## src/rtl/eje6_pkg.sv

```systemverilog
// Shared types and constants for the eje6 self-test sequencer.
package eje6_pkg;

  localparam int unsigned NUM_VECTORS = 16;
  localparam int unsigned N_INPUTS    = 4;
  localparam int unsigned ERR_CNT_W   = 5;

  typedef enum logic [1:0] {
    IDLE   = 2'd0,
    SETTLE = 2'd1,
    CHECK  = 2'd2,
    DONE   = 2'd3
  } state_t;

endpackage

```

## src/rtl/eje6_cmp3.sv

```systemverilog
// Three-way equality of the canonical, SOP and POS forms of one eje6 function.
// mis is 1 when either alternate form disagrees with the canonical form.
module eje6_cmp3 (
  input  logic canon,
  input  logic sop,
  input  logic pos,
  output logic mis
);

  assign mis = (canon != sop) | (canon != pos);

endmodule

```

## src/rtl/eje6_secuenciador.sv

```systemverilog
// Exhaustive self-test sequencer for the eje6 combinational block.
// Sweeps ABCD through all 16 codes, holds each for SETTLE_CYCLES cycles,
// then checks that the three forms of f, g and h agree.
// Optional macro STOP_ON_ERR_EN: end the sweep at the first mismatching code.
module eje6_secuenciador
  import eje6_pkg::*;
#(
  parameter int unsigned SETTLE_CYCLES = 1,
  parameter int unsigned NUM_VECTORS   = eje6_pkg::NUM_VECTORS
) (
  input  logic                 clk,
  input  logic                 reset,
  input  logic                 start,
  output logic                 A,
  output logic                 B,
  output logic                 C,
  output logic                 D,
  input  logic                 f,
  input  logic                 f_sop,
  input  logic                 f_pos,
  input  logic                 g,
  input  logic                 g_sop,
  input  logic                 g_pos,
  input  logic                 h,
  input  logic                 h_sop,
  input  logic                 h_pos,
  output logic                 busy,
  output logic                 done,
  output logic                 pass,
  output logic [ERR_CNT_W-1:0] err_count,
  output logic [2:0]           err_mask,
  output logic                 first_err_valid,
  output logic [N_INPUTS-1:0]  first_err_vec
);

  if (SETTLE_CYCLES < 1 || SETTLE_CYCLES > 15) begin : g_bad_settle
    $error("eje6_secuenciador: SETTLE_CYCLES must be in 1..15");
  end
  if (NUM_VECTORS != 16) begin : g_bad_nvec
    $error("eje6_secuenciador: NUM_VECTORS is fixed at 16");
  end

  localparam logic [3:0]          SETTLE_LOAD = 4'(SETTLE_CYCLES - 1);
  localparam logic [N_INPUTS-1:0] LAST_VEC    = N_INPUTS'(NUM_VECTORS - 1);

  state_t                 state, state_next;
  logic [N_INPUTS-1:0]    vec, vec_next;
  logic [3:0]             cnt, cnt_next;
  logic [ERR_CNT_W-1:0]   err_count_next;
  logic [2:0]             err_mask_next;
  logic                   fev_valid_next;
  logic [N_INPUTS-1:0]    fev_next;
  logic                   pass_next;
  logic                   mis_f, mis_g, mis_h;
  logic [2:0]             mis;
  logic                   any_mis;
  logic                   sweep_end;

  eje6_cmp3 u_cmp_f (.canon(f), .sop(f_sop), .pos(f_pos), .mis(mis_f));
  eje6_cmp3 u_cmp_g (.canon(g), .sop(g_sop), .pos(g_pos), .mis(mis_g));
  eje6_cmp3 u_cmp_h (.canon(h), .sop(h_sop), .pos(h_pos), .mis(mis_h));

  assign mis     = {mis_f, mis_g, mis_h};
  assign any_mis = |mis;

  // State and datapath registers; synchronous active-low reset aborts any sweep.
  always_ff @(posedge clk) begin
    if (!reset) begin
      state           <= IDLE;
      vec             <= '0;
      cnt             <= '0;
      err_count       <= '0;
      err_mask        <= '0;
      first_err_valid <= 1'b0;
      first_err_vec   <= '0;
      pass            <= 1'b0;
    end else begin
      state           <= state_next;
      vec             <= vec_next;
      cnt             <= cnt_next;
      err_count       <= err_count_next;
      err_mask        <= err_mask_next;
      first_err_valid <= fev_valid_next;
      first_err_vec   <= fev_next;
      pass            <= pass_next;
    end
  end

  // Next-state and next-datapath logic for the sweep.
  always_comb begin
    state_next     = state;
    vec_next       = vec;
    cnt_next       = cnt;
    err_count_next = err_count;
    err_mask_next  = err_mask;
    fev_valid_next = first_err_valid;
    fev_next       = first_err_vec;
    pass_next      = pass;
    sweep_end      = 1'b0;
    case (state)
      IDLE, DONE: begin
        if (start) begin
          state_next     = SETTLE;
          vec_next       = '0;
          cnt_next       = SETTLE_LOAD;
          err_count_next = '0;
          err_mask_next  = '0;
          fev_valid_next = 1'b0;
          fev_next       = '0;
          pass_next      = 1'b0;
        end
      end
      SETTLE: begin
        if (cnt == '0) state_next = CHECK;
        else           cnt_next   = cnt - 4'd1;
      end
      CHECK: begin
        if (any_mis) begin
          err_count_next = err_count + ERR_CNT_W'(1);
          err_mask_next  = err_mask | mis;
          if (!first_err_valid) begin
            fev_valid_next = 1'b1;
            fev_next       = vec;
          end
        end
        sweep_end = (vec == LAST_VEC);
`ifdef STOP_ON_ERR_EN
        sweep_end = sweep_end | any_mis;
`endif
        if (sweep_end) begin
          state_next = DONE;
          pass_next  = (err_count_next == '0);
        end else begin
          state_next = SETTLE;
          vec_next   = vec + N_INPUTS'(1);
          cnt_next   = SETTLE_LOAD;
        end
      end
      default: state_next = IDLE;
    endcase
  end

  assign busy = (state == SETTLE) || (state == CHECK);
  assign done = (state == DONE);
  assign {A, B, C, D} = vec;

endmodule
```

## config.mk

```make
export PLATFORM = sky130hd
export DESIGN_NAME = eje6_secuenciador
export DESIGN_NICKNAME = d
export VERILOG_FILES = /design/src/rtl/eje6_pkg.sv /design/src/rtl/eje6_cmp3.sv /design/src/rtl/eje6_secuenciador.sv
export SDC_FILE = /design/constraint.sdc
export NUM_CORES = 1
export LEC_CHECK = 0
export CAP_MARGIN = 10
export CORE_AREA = 2 2 54 56
export DETAILED_ROUTE_END_ITERATION = 7
export DIE_AREA = 0 0 56 58
export DONT_BUFFER_PORTS = 1
export PLACE_DENSITY_LB_ADDON = 0.08
export SYNTH_ARGS = -nofsm -noshare
export SYNTH_HDL_FRONTEND = slang
export SYNTH_SLANG_ARGS = --single-unit
```

## constraint.sdc

```tcl
create_clock -name clk -period 2.6 [get_ports clk]
set_clock_uncertainty 0.2 [all_clocks]
set_input_delay 0.52 -clock clk [delete_from_list [all_inputs] [get_ports clk]]
set_output_delay 0.52 -clock clk [all_outputs]
set_load 0.01 [all_outputs]
```

Word-level counts from Yosys, hierarchy flattened
Index checks and enable logic that the tools add are counted.
{"block": "word_totals", "reg_bits": 24, "output_inout_bits": 20, "word_cells": 71}
{"block": "op_classes", "addsub": 3, "eq_ne": 17, "muxes": 25, "n_bitwise": 4, "reduce_logical": 14}
{"cell": "4-bit 2-to-1 mux", "count": 6}
{"cell": "4-bit one-hot mux with 2 select lines", "count": 2}
{"cell": "5-bit 2-to-1 mux", "count": 3}
{"cell": "2-bit inequality test (second input constant)", "count": 7}
{"cell": "4-bit one-hot mux with 3 select lines", "count": 1}
{"cell": "3-bit AND reduction", "count": 4}
{"cell": "5-bit one-hot mux with 2 select lines", "count": 1}
{"cell": "2-bit 2-to-1 mux", "count": 3}
{"cell": "3-bit 2-to-1 mux", "count": 2}
{"cell": "1-bit inequality test", "count": 6}
{"cell": "2-bit one-hot mux with 3 select lines", "count": 1}
{"cell": "3-bit one-hot mux with 2 select lines", "count": 1}
{"cell": "5-bit by 1-bit adder with 5-bit output (second input constant)", "count": 1}
{"cell": "5-bit logical NOT", "count": 1}
{"cell": "4-bit by 1-bit adder with 4-bit output (second input constant)", "count": 1}
{"cell": "2-bit equality test (second input constant)", "count": 2}
{"cell": "4-bit equality test (second input constant)", "count": 1}
{"cell": "4-bit logical NOT", "count": 1}
{"cell": "1-bit one-hot mux with 2 select lines", "count": 2}
{"cell": "2-bit AND reduction", "count": 2}
{"cell": "4-bit AND reduction", "count": 1}
{"cell": "4-bit by 1-bit subtractor with 4-bit output (second input constant)", "count": 1}
{"cell": "1-bit 2-to-1 mux", "count": 3}
{"cell": "1-bit bitwise OR", "count": 3}
{"cell": "7 further kinds", "count": 7}

Longest topological paths before layout
Gate-level depths: netlist of the first run.
{"block": "logic_depth", "depth_word": 8, "depth_mapped": 8, "ltp_nobuf": 7}

Modules after synthesis
From an unflattened synthesis of the first run, not the netlist that was laid out.
{"block": "hier_totals", "cells_unflattened": 175, "hier_area_um2": 1426.4}
{"mod": "eje6_secuenciador", "instances": 1, "cells_each": 166, "area_per_inst_um2": 1366.3, "seq_area_each_um2": 480.5}
{"mod": "eje6_cmp3", "instances": 3, "cells_each": 3, "area_per_inst_um2": 20.0, "seq_area_each_um2": 0.0}

Worst setup path before layout of the first run
No wires, ideal clock.
{"block": "synth_path", "kind": "input -> register", "startpoint": "in g_sop", "endpoint": "reg pass", "setup_ns": 0.125, "arrival_ns": 1.954, "t_required_ns": 2.275, "setup_slack_ns": 0.322, "cell_stages": 6, "path_cell_list": "or3_1 a222oi_1 buf_4 nor2_1 a31oi_1 o32ai_2"}
{"block": "synth_between", "elab_chain_cells": 8}
{"element": "from (decl)", "line": "eje6_secuenciador.sv:22", "text": "input logic g_sop,"}
{"element": "1-bit inequality test", "line": "eje6_cmp3.sv:10", "text": "assign mis = (canon != sop) | (canon != pos);"}
{"element": "1-bit bitwise OR", "line": "eje6_cmp3.sv:10"}
{"element": "3-bit OR reduction", "line": "eje6_secuenciador.sv:64", "text": "assign any_mis = |mis;"}
{"element": "5-bit 2-to-1 mux", "line": "eje6_secuenciador.sv:118", "text": "if (any_mis) begin"}
{"element": "5-bit 2-to-1 mux", "line": "eje6_secuenciador.sv:100", "text": "case (state)"}
{"element": "5-bit logical NOT", "line": "eje6_secuenciador.sv:132", "text": "pass_next = (err_count_next == '0);"}
{"element": "1-bit 2-to-1 mux", "line": "eje6_secuenciador.sv:130", "text": "if (sweep_end) begin"}
{"element": "1-bit one-hot mux with 2 select lines", "line": "eje6_secuenciador.sv:100"}
{"element": "to (signal assigned)", "line": "eje6_secuenciador.sv:85", "text": "pass <= pass_next;"}
{"element": "to (decl)", "line": "eje6_secuenciador.sv:29", "text": "output logic pass,"}
No other way between the ends. The select of a mux whose other input is x is not followed.
A chain may end at the register's enable or synchronous reset.

Worst setup path after layout of the first run
{"block": "layout_path", "startpoint": "reg state[0]", "endpoint": "reg err_count[4]"}
{"block": "layout_between", "elab_chain_cells": 4}
{"element": "from (decl)", "line": "eje6_secuenciador.sv:46", "text": "state_t state, state_next;"}
{"element": "from (signal assigned)", "line": "eje6_secuenciador.sv:78", "text": "state <= state_next;"}
{"element": "2-bit equality test or 2-bit logical NOT (tied branches)", "line": "eje6_secuenciador.sv:100"}
{"element": "2-bit OR reduction", "line": "eje6_secuenciador.sv:100"}
{"element": "2-bit inequality test (no line) or 2-bit nonzero test (tied branches)"}
{"element": "2-bit AND reduction (no line)"}
{"element": "to (signal assigned)", "line": "eje6_secuenciador.sv:81", "text": "err_count <= err_count_next;"}
{"element": "to (decl)", "line": "eje6_secuenciador.sv:30", "text": "output logic [ERR_CNT_W-1:0] err_count,"}
Parallel ways exist; a longest one is shown, timed or not.

==> results of run 1 <==
[layout by cell type, fill, tap and decap left out, types with 5 or more instances in the layout]
cell	n
dfxtp_1	24
nor2_1	18
a21oi_1	11
nand2_1	11
inv_1	9
nand3_1	9
ha_1	7
o21ai_0	6
a31oi_1	5
[where the power goes]
part / switching (mW) / total (mW) / internal [mW]
logic: 0.0741 / 0.116 / 0.0422
registers: 0.0107 / 0.386 / 0.375
clock network: 0.113 / 0.269 / 0.156
total: 0.198 / 0.772 / 0.573
[cell type report]
cell class                      instances  area, um2  area share
Clock buffer                            3       22.5      0.0168
Sequential cell                        24        480       0.358
Timing Repair Buffer                    2       15.0      0.0112
Tap cell                               31       38.8      0.0289
Inverter                                9       33.8      0.0252
Multi-Input combinational cell        113        722       0.538
Clock inverter                          1       30.0      0.0224
[final timing paths]
path | startpoint | end | depth (start not counted)
worst min register to register | cnt[0] | cnt[0] | 2
worst max-delay path | state[0] | err_count[4] | 6
worst min-delay path | reset | cnt[3] | 1
worst max register to register | state[0] | err_count[4] | 6
[sequential cells by signal (all words and copies together) (netlist names)]
signal           flops
pass                 1
cnt                  4
vec                  4
err_mask             3
first_err_vec        4
first_err_valid      1
err_count            5
state                2
[logic make-up (layout without fill, tap and decap cells)]
logic type               after synthesis  count (layout)  share of synthesized area
AO/OA/AOI/OAI                         40              40                      0.215
XOR/XNOR                               4               4                     0.0278
adder cells (fa/ha/maj)                7               7                     0.0695
buffers and inverters                 14              15                     0.0457
flip-flops                            24              24                      0.381
multiplexers                           2               2                     0.0169
AND/OR/NAND/NOR                       60              60                      0.244
[through the flow]
| stage | util | instances |
|---|---|---|
| finish | 0.504 | 183 |
| global route | 0.504 | 183 |
| CTS | 0.504 | 183 |
| detailed placement | 0.484 | 179 |
| global placement | 0.484 | 179 |
| floorplan | - | 151 |
[routing by layer]
layer  track usage  up-vias
met1         0.214      509
met2         0.319       31
met3        0.0759        5
li1              -      560
met5             0        -
met4        0.0646        0
==> flow_summary.json, run 1 <==
{
  "path_delay_family": "simple AND/OR/NAND/NOR gates",
  "ant_nets": 0,
  "grt_pass1_wl_mm": 4.75,
  "setup-tns-final_ns": 0,
  "synth_cell_types": 43,
  "synth-seq-area-share": 0.381,
  "via_count": 1105,
  "drc_errors": 0,
  "timing.final.max_slew_violations": 0,
  "syn_area_um2": 1260,
  "fin_nets": 172,
  "cts_buffers": 3,
  "clockBufferDepth": 2,
  "wl_met1_mm": 1.22,
  "rsz0062_at_grt": "false",
  "io_pins": 32,
  "avgSynthCellArea_um2": 8.34,
  "drtIter0Drc": 39,
  "fillers": 275,
  "first_pass_iters": 4,
  "syn_inst": 151,
  "area_growth_pct": 6.55,
  "tightest_slew_ns": 0.530,
  "drive_above_1_share": 0.0724,
  "synthTopCellsByCount": "24 x dfxtp_1, 18 x nor2_1, 11 x a21oi_1, 11 x nand2_1",
  "die_h_um": 58,
  "synth_edf_count": 0,
  "maxCapViolCount": 0,
  "status": "finished clean",
  "ys_ff_latch": 24,
  "port-buffer-count": 0,
  "ys.flop_type": "dfxtp_1",
  "p_total_uw": 772,
  "grt_usage": 0.187,
  "synth_top_cell_by_area": "dfxtp_1",
  "via_per_inst": 6.04,
  "n_antenna_cell": 0,
  "hold_class": "input pin to register",
  "wirelength_mm": 2.78,
  "worstPathCellList": "inv_1, ha_1, nand2b_1, nand2_1, or4_2, a31oi_1",
  "grt_pass1_vias": 1046,
  "post_cts_buffers": 0,
  "startpoint_type": "register",
  "design.core.area_um2": 2660,
  "whs_ns": 0.105,
  "pre_cts_ws_ns": 0.396,
  "route.met3.wl_um": 199,
  "worstPathArrival_ns": 2.24,
  "start_util": 0.473,
  "slowest_stage": "or4_2",
  "timing.fmax_mhz": 458,
  "fin_ws_ns": 0.417,
  "grt_overflow": 0,
  "yosysWarnings": 0,
  "required_ns": 2.66,
  "synth_most_common_cell": "dfxtp_1",
  "highest_layer": "met4",
  "cts_num_sinks": 24,
  "cts_resized": 0,
  "placed_area_um2": 1290,
  "setup_viol": 0,
  "ys_async_sr_fraction": 0,
  "hold_viol": 0,
  "path_class": "register to register",
  "critPathCaptureType": "register",
  "root_buffer": "clkbuf_4",
  "antenna_found_initial": 0,
  "finalCritPeriodShare": 0.840,
  "critical_path_peak_fanout": 6,
  "finish.instance_area_um2": 1340,
  "slew_headroom": 0.643,
  "cts_tree": "built",
  "slowest_delay_ns": 0.62,
  "clk_pin_slew_ns": 0.13,
  "grt_max_degree": 15,
  "die_w_um": 56,
  "ir_drop_v": 0.000507,
  "dp_hpwl_mm": 2.07,
  "p_leak_nw": 0.486,
  "r2r_slack_ns": 0.42,
  "crit_buf_inv": 1,
  "rows": 19,
  "h-tree-depth": 1,
  "synth_top_area_frac": 0.381,
  "wl_met2_mm": 1.34,
  "wl_per_cell_um": 15.2,
  "power.density_nw_per_um2": 575,
  "hold_buffers": 0,
  "die_area_um2": 3250,
  "syn-num-nets": 170,
  "synth_area_leaders": "dfxtp_1 38%, ha_1 7.0%, nor2_1 5.4%",
  "gp_congestion": 0.831,
  "period_needed_ns": 2.18,
  "clk_latency_ns": 0.32
}
(Power assumes the default switching activity.)
==> inputs of run 2 (changes only) <==
==> constraint.sdc (replaced) <==
create_clock -name clk -period 2.1 [get_ports clk]
set_clock_uncertainty 0.2 [all_clocks]
set_input_delay 0.42 -clock clk [delete_from_list [all_inputs] [get_ports clk]]
set_output_delay 0.42 -clock clk [all_outputs]
set_load 0.01 [all_outputs]
==> run 2 against run 1 <==
Sequential cell count is the same. Register-to-register slack worse by 0.29 ns. Count of clock-buffer cells in the layout increased by 1. First-iteration DRC count rose by 10%. Worst setup slack got worse by 0.29 ns. Maximum frequency is 11% higher. Critical endpoint unchanged. Die area unchanged. Cell count is 4.9% higher. Largest cell class unchanged. Design area is 5.0% higher.
==> flow_summary.json, run 2 (synthesis results as in run 1) <==
{
  "required_ns": 2.17,
  "finish.instance_area_um2": 1410,
  "fillers": 272,
  "via_per_inst": 5.98,
  "status": "finished clean",
  "wirelength_mm": 2.80,
  "clk_pin_slew_ns": 0.14,
  "worstPathArrival_ns": 2.04,
  "timing.final.max_slew_violations": 0,
  "grt_pass1_vias": 1126,
  "cts_buffers": 3,
  "rows": 19,
  "slew_headroom": 0.607,
  "ir_drop_v": 0.000358,
  "setup_viol": 0,
  "largest_register_ff_count": 5,
  "layout_common_cells": "23 x dfxtp_1, 18 x nor2_1, 11 x a21oi_1",
  "wl_per_cell_um": 14.6,
  "grt_overflow": 0,
  "area_growth_pct": 11.9,
  "gp_congestion": 0.844,
  "r2r_cells": 6,
  "layout_commonest_cell": "dfxtp_1",
  "root_buffer": "clkbuf_4",
  "start_util": 0.473,
  "p_leak_nw": 0.528,
  "die_w_um": 56,
  "clk_latency_ns": 0.33,
  "timing.fmax_mhz": 507,
  "post_cts_buffers": 0,
  "critPathCaptureType": "register",
  "h-tree-depth": 1,
  "grt_max_degree": 15,
  "regMostFlops": "err_count",
  "drive_above_1_share": 0.143,
  "rsz0062_at_grt": "false",
  "die_area_um2": 3250,
  "tightest_slew_ns": 0.584,
  "fin_nets": 181,
  "fin_ws_ns": 0.127,
  "cts_tree": "built",
  "grt_usage": 0.187,
  "startpoint_type": "register",
  "hold_viol": 0,
  "io_pins": 32,
  "hold_depth": 2,
  "maxCapViolCount": 0,
  "drc_errors": 0,
  "dp.cells": 187,
  "hold_class": "input pin to register",
  "instances_no_fill": 192,
  "dp_hpwl_mm": 2.11,
  "cts_num_sinks": 24,
  "placed_area_um2": 1350,
  "finalCritPeriodShare": 0.940,
  "port-buffer-count": 0,
  "grt_pass1_wl_mm": 4.75,
  "clockBufferDepth": 2,
  "critical_path_peak_fanout": 4,
  "ant_nets": 0,
  "power.density_nw_per_um2": 641,
  "pre_cts_ws_ns": 0.0377,
  "period_needed_ns": 1.97,
  "first_pass_iters": 4,
  "r2r_slack_ns": 0.13,
  "n_antenna_cell": 0,
  "via_count": 1149,
  "antenna_found_initial": 0,
  "design.core.area_um2": 2660,
  "die_h_um": 58,
  "path_class": "register to register",
  "drtIter0Drc": 43
}
## run 2: per-layer routing
layer	part of all wire	up-vias	global-route usage	wire [um]
li1	-	576	-	-
met1	0.43	536	0.200	1210
met2	0.49	32	0.341	1380
met3	0.057	5	0.0357	159
met4	0.022	0	0.116	61
met5	0	-	0	0
## run 2: worst paths after layout
check / from / end
setup reg to reg: state[0] / err_count[4]
hold reg to reg: cnt[0] / cnt[0]
setup / recovery: state[0] / err_count[4]
hold / removal: reset / err_count[0]
## run 2: timing repair
item | in CTS | in global routing
hold endpoints to repair | 1 | 0
hold buffers | 1 | 0
endpoints found under the setup margin | 0 | 3
gates resized for setup | 0 | 4
## run 2: critical path: stages (launching register included)
cell      delay (ns)
dfxtp_2         0.35
inv_1           0.04
ha_1            0.29
nand2b_1        0.14
nand2_2         0.10
or4_2           0.62
a31oi_1         0.17
## run 2: report_power, final
| group | internal, mW | switching, mW |
|---|---|---|
| clock | 0.106 | 0.147 |
| sequential | 0.465 | 0.00729 |
| combinational | 0.0728 | 0.104 |
| total | 0.645 | 0.259 |
## run 2: metrics by stage
step | TNS [ns] | util | hold WS (ns) | power (mW)
after floorplan | -0.0603 | - | 0.244 | 0.600
after global placement | 0 | 0.507 | 0.262 | 0.652
after detailed placement | 0 | 0.507 | 0.272 | 0.654
after CTS | 0 | 0.524 | 0.000780 | 0.914
after global routing | 0 | 0.530 | 0.0175 | 0.950
final | 0 | 0.530 | 0.0149 | 0.903
## run 2: area by class of cell
cell class	instances	area (um2)	area share
inverters	9	33.8	0.0240
flip-flops and latches	24	482	0.342
repair buffers	11	85.1	0.0603
multi-input cells	113	734	0.521
clock buffers	4	36.3	0.0257
well taps	31	38.8	0.0275
==> inputs of run 3 (changes only) <==
--- a/config.mk
+++ b/config.mk
@@ -7,6 +7,8 @@
 export LEC_CHECK = 0
 export CAP_MARGIN = 10
 export CORE_AREA = 2 2 54 56
+export CTS_BUF_LIST = sky130_fd_sc_hd__clkbuf_4
+export CTS_CLUSTER_SIZE = 40
 export DETAILED_ROUTE_END_ITERATION = 7
 export DIE_AREA = 0 0 56 58
 export DONT_BUFFER_PORTS = 1
==> constraint.sdc (replaced) <==
create_clock -name clk -period 2.1 [get_ports clk]
set_clock_uncertainty 0.2 [all_clocks]
set_input_delay 0.315 -clock clk [delete_from_list [all_inputs] [get_ports clk]]
set_output_delay 0.315 -clock clk [all_outputs]
set_load 0.01 [all_outputs]
==> run 3 against run 2 <==
Clock power down 20%. Critical path type unchanged. Count of clock-buffer cells in the layout down 1. Largest cell class unchanged. Die area unchanged. Sequential power about the same.
==> flow_summary.json, run 3 (synthesis results as in run 1) <==
{
  "die_w_um": 56,
  "setup_viol": 0,
  "via_count": 1148,
  "port-buffer-count": 0,
  "die_area_um2": 3250,
  "root_buffer": "clkbuf_4",
  "worstPathArrival_ns": 2.04,
  "regMostFlops": "err_count",
  "ant_nets": 0,
  "fin_nets": 177,
  "grt_usage": 0.180,
  "grt_max_degree": 15,
  "timing.final.max_slew_violations": 0,
  "via_per_inst": 6.14,
  "post_cts_buffers": 0,
  "layout_common_cells": "24 x dfxtp_1, 18 x nor2_1, 11 x a21oi_1, 11 x nand2_1",
  "finalCritPeriodShare": 0.947,
  "io_pins": 32,
  "tightest_slew_ns": 0.545,
  "dp_hpwl_mm": 2.04,
  "wl_per_cell_um": 14.9,
  "pwr-share-seq": 0.557,
  "hold_viol": 0,
  "grt_overflow": 0,
  "required_ns": 2.15,
  "slew_headroom": 0.633,
  "whs_ns": 0.00408,
  "startpoint_type": "register",
  "layout_commonest_cell": "dfxtp_1",
  "internal_power_uw": 601,
  "cts_num_sinks": 24,
  "rows": 19,
  "clk_latency_ns": 0.32,
  "largest_register_ff_count": 5,
  "h-tree-depth": 1,
  "gp_congestion": 0.785,
  "antenna_found_initial": 0,
  "status": "finished clean",
  "grt_pass1_vias": 1043,
  "drtIter0Drc": 25,
  "ir_drop_v": 0.000369,
  "hold_class": "input pin to register",
  "path_class": "register to register",
  "p_leak_nw": 0.500,
  "critical_path_peak_fanout": 6,
  "wirelength_mm": 2.78,
  "cts_buffers": 3,
  "fin_ws_ns": 0.110,
  "timing.fmax_mhz": 503,
  "pwr-share-clk": 0.239,
  "clk_pin_slew_ns": 0.13,
  "start_util": 0.473,
  "period_needed_ns": 1.99,
  "drive_above_1_share": 0.115,
  "first_pass_iters": 4,
  "maxCapViolCount": 0,
  "critPathCaptureType": "register",
  "power_switching_uw": 248,
  "clockBufferDepth": 2,
  "design.core.area_um2": 2660,
  "power.share.combinational": 0.204,
  "n_antenna_cell": 0,
  "power.density_nw_per_um2": 619,
  "cts_tree": "built",
  "drc_errors": 0,
  "grt_pass1_wl_mm": 4.66,
  "area_growth_pct": 8.84,
  "power.share.switching": 0.292,
  "pre_cts_ws_ns": 0.0259,
  "die_h_um": 58
}
-- run 3: cell count changes in the layout (fill, tap and decap cells not counted), sizes merged --
cell    before  now
buf         10    6
clkbuf       4    3
-- run 3: layout make-up --
cell class              count  area, um2
clock buffers               3       22.5
fillers                   273       1290
multi-input cells         113        741
inverters                   9       33.8
well taps                  31       38.8
repair buffers              7       55.1
flip-flops and latches     24        480
-- run 3: worst paths after layout --
check / end / cells past startpoint / slack [ns] / startpoint
worst max-delay path: err_count[4] / 6 / 0.11 / state[0]
worst min-delay path: vec[2] / 2 / 0.004 / reset
worst max register to register: err_count[4] / 6 / 0.11 / state[0]
worst min register to register: cnt[0] / 2 / 0.28 / cnt[0]
-- run 3: worst max-delay path, cell delays in order (launching register included) --
cell and delay [ns]:
dfxtp_1 0.35, inv_1 0.05, ha_2 0.34, nand2b_4 0.10
nand2_1 0.09, or4_2 0.61, a31oi_1 0.18
-- run 3: timing repair --
| item | 4_1_cts | 5_1_grt |
|---|---|---|
| hold buffers | 1 | 0 |
| endpoints found under the setup margin | 0 | 9 |
| hold endpoints to repair | 8 | 0 |
| resized for setup | 0 | 4 |
-- run 3: metal layers --
metal / global-route usage / routed length (um) / up-vias
met2: 0.306 / 1360 / 31
met3: 0.0402 / 156 / 5
li1: - / - / 572
met1: 0.218 / 1210 / 540
met5: 0 / 0 / -
met4: 0.0816 / 55 / 0
-- run 3: stage by stage --
| stage | setup TNS (ns) | power (mW) | utilization | std cells | area, um2 |
|---|---|---|---|---|---|
| 6_report | 0 | 0.849 | 0.515 | 187 | 1370 |
| 5_1_grt | -0.0207 | 0.891 | 0.515 | 187 | 1370 |
| 4_1_cts | 0 | 0.843 | 0.508 | 187 | 1350 |
| 3_5_place_dp | 0 | 0.639 | 0.496 | 183 | 1320 |
| 3_3_place_gp | 0 | 0.640 | 0.496 | 183 | 1320 |
| 2_1_floorplan | 0 | 0.600 | - | 151 | 1260 |
-- run 3: power groups by stage --
stage / combinational [mW] / sequential [mW] / clock [mW]
floorplan: 0.114 / 0.485 / 0
global placement: 0.157 / 0.483 / 0
detailed placement: 0.156 / 0.484 / 0
CTS: 0.161 / 0.473 / 0.208
global route: 0.198 / 0.475 / 0.218
finish: 0.173 / 0.473 / 0.203
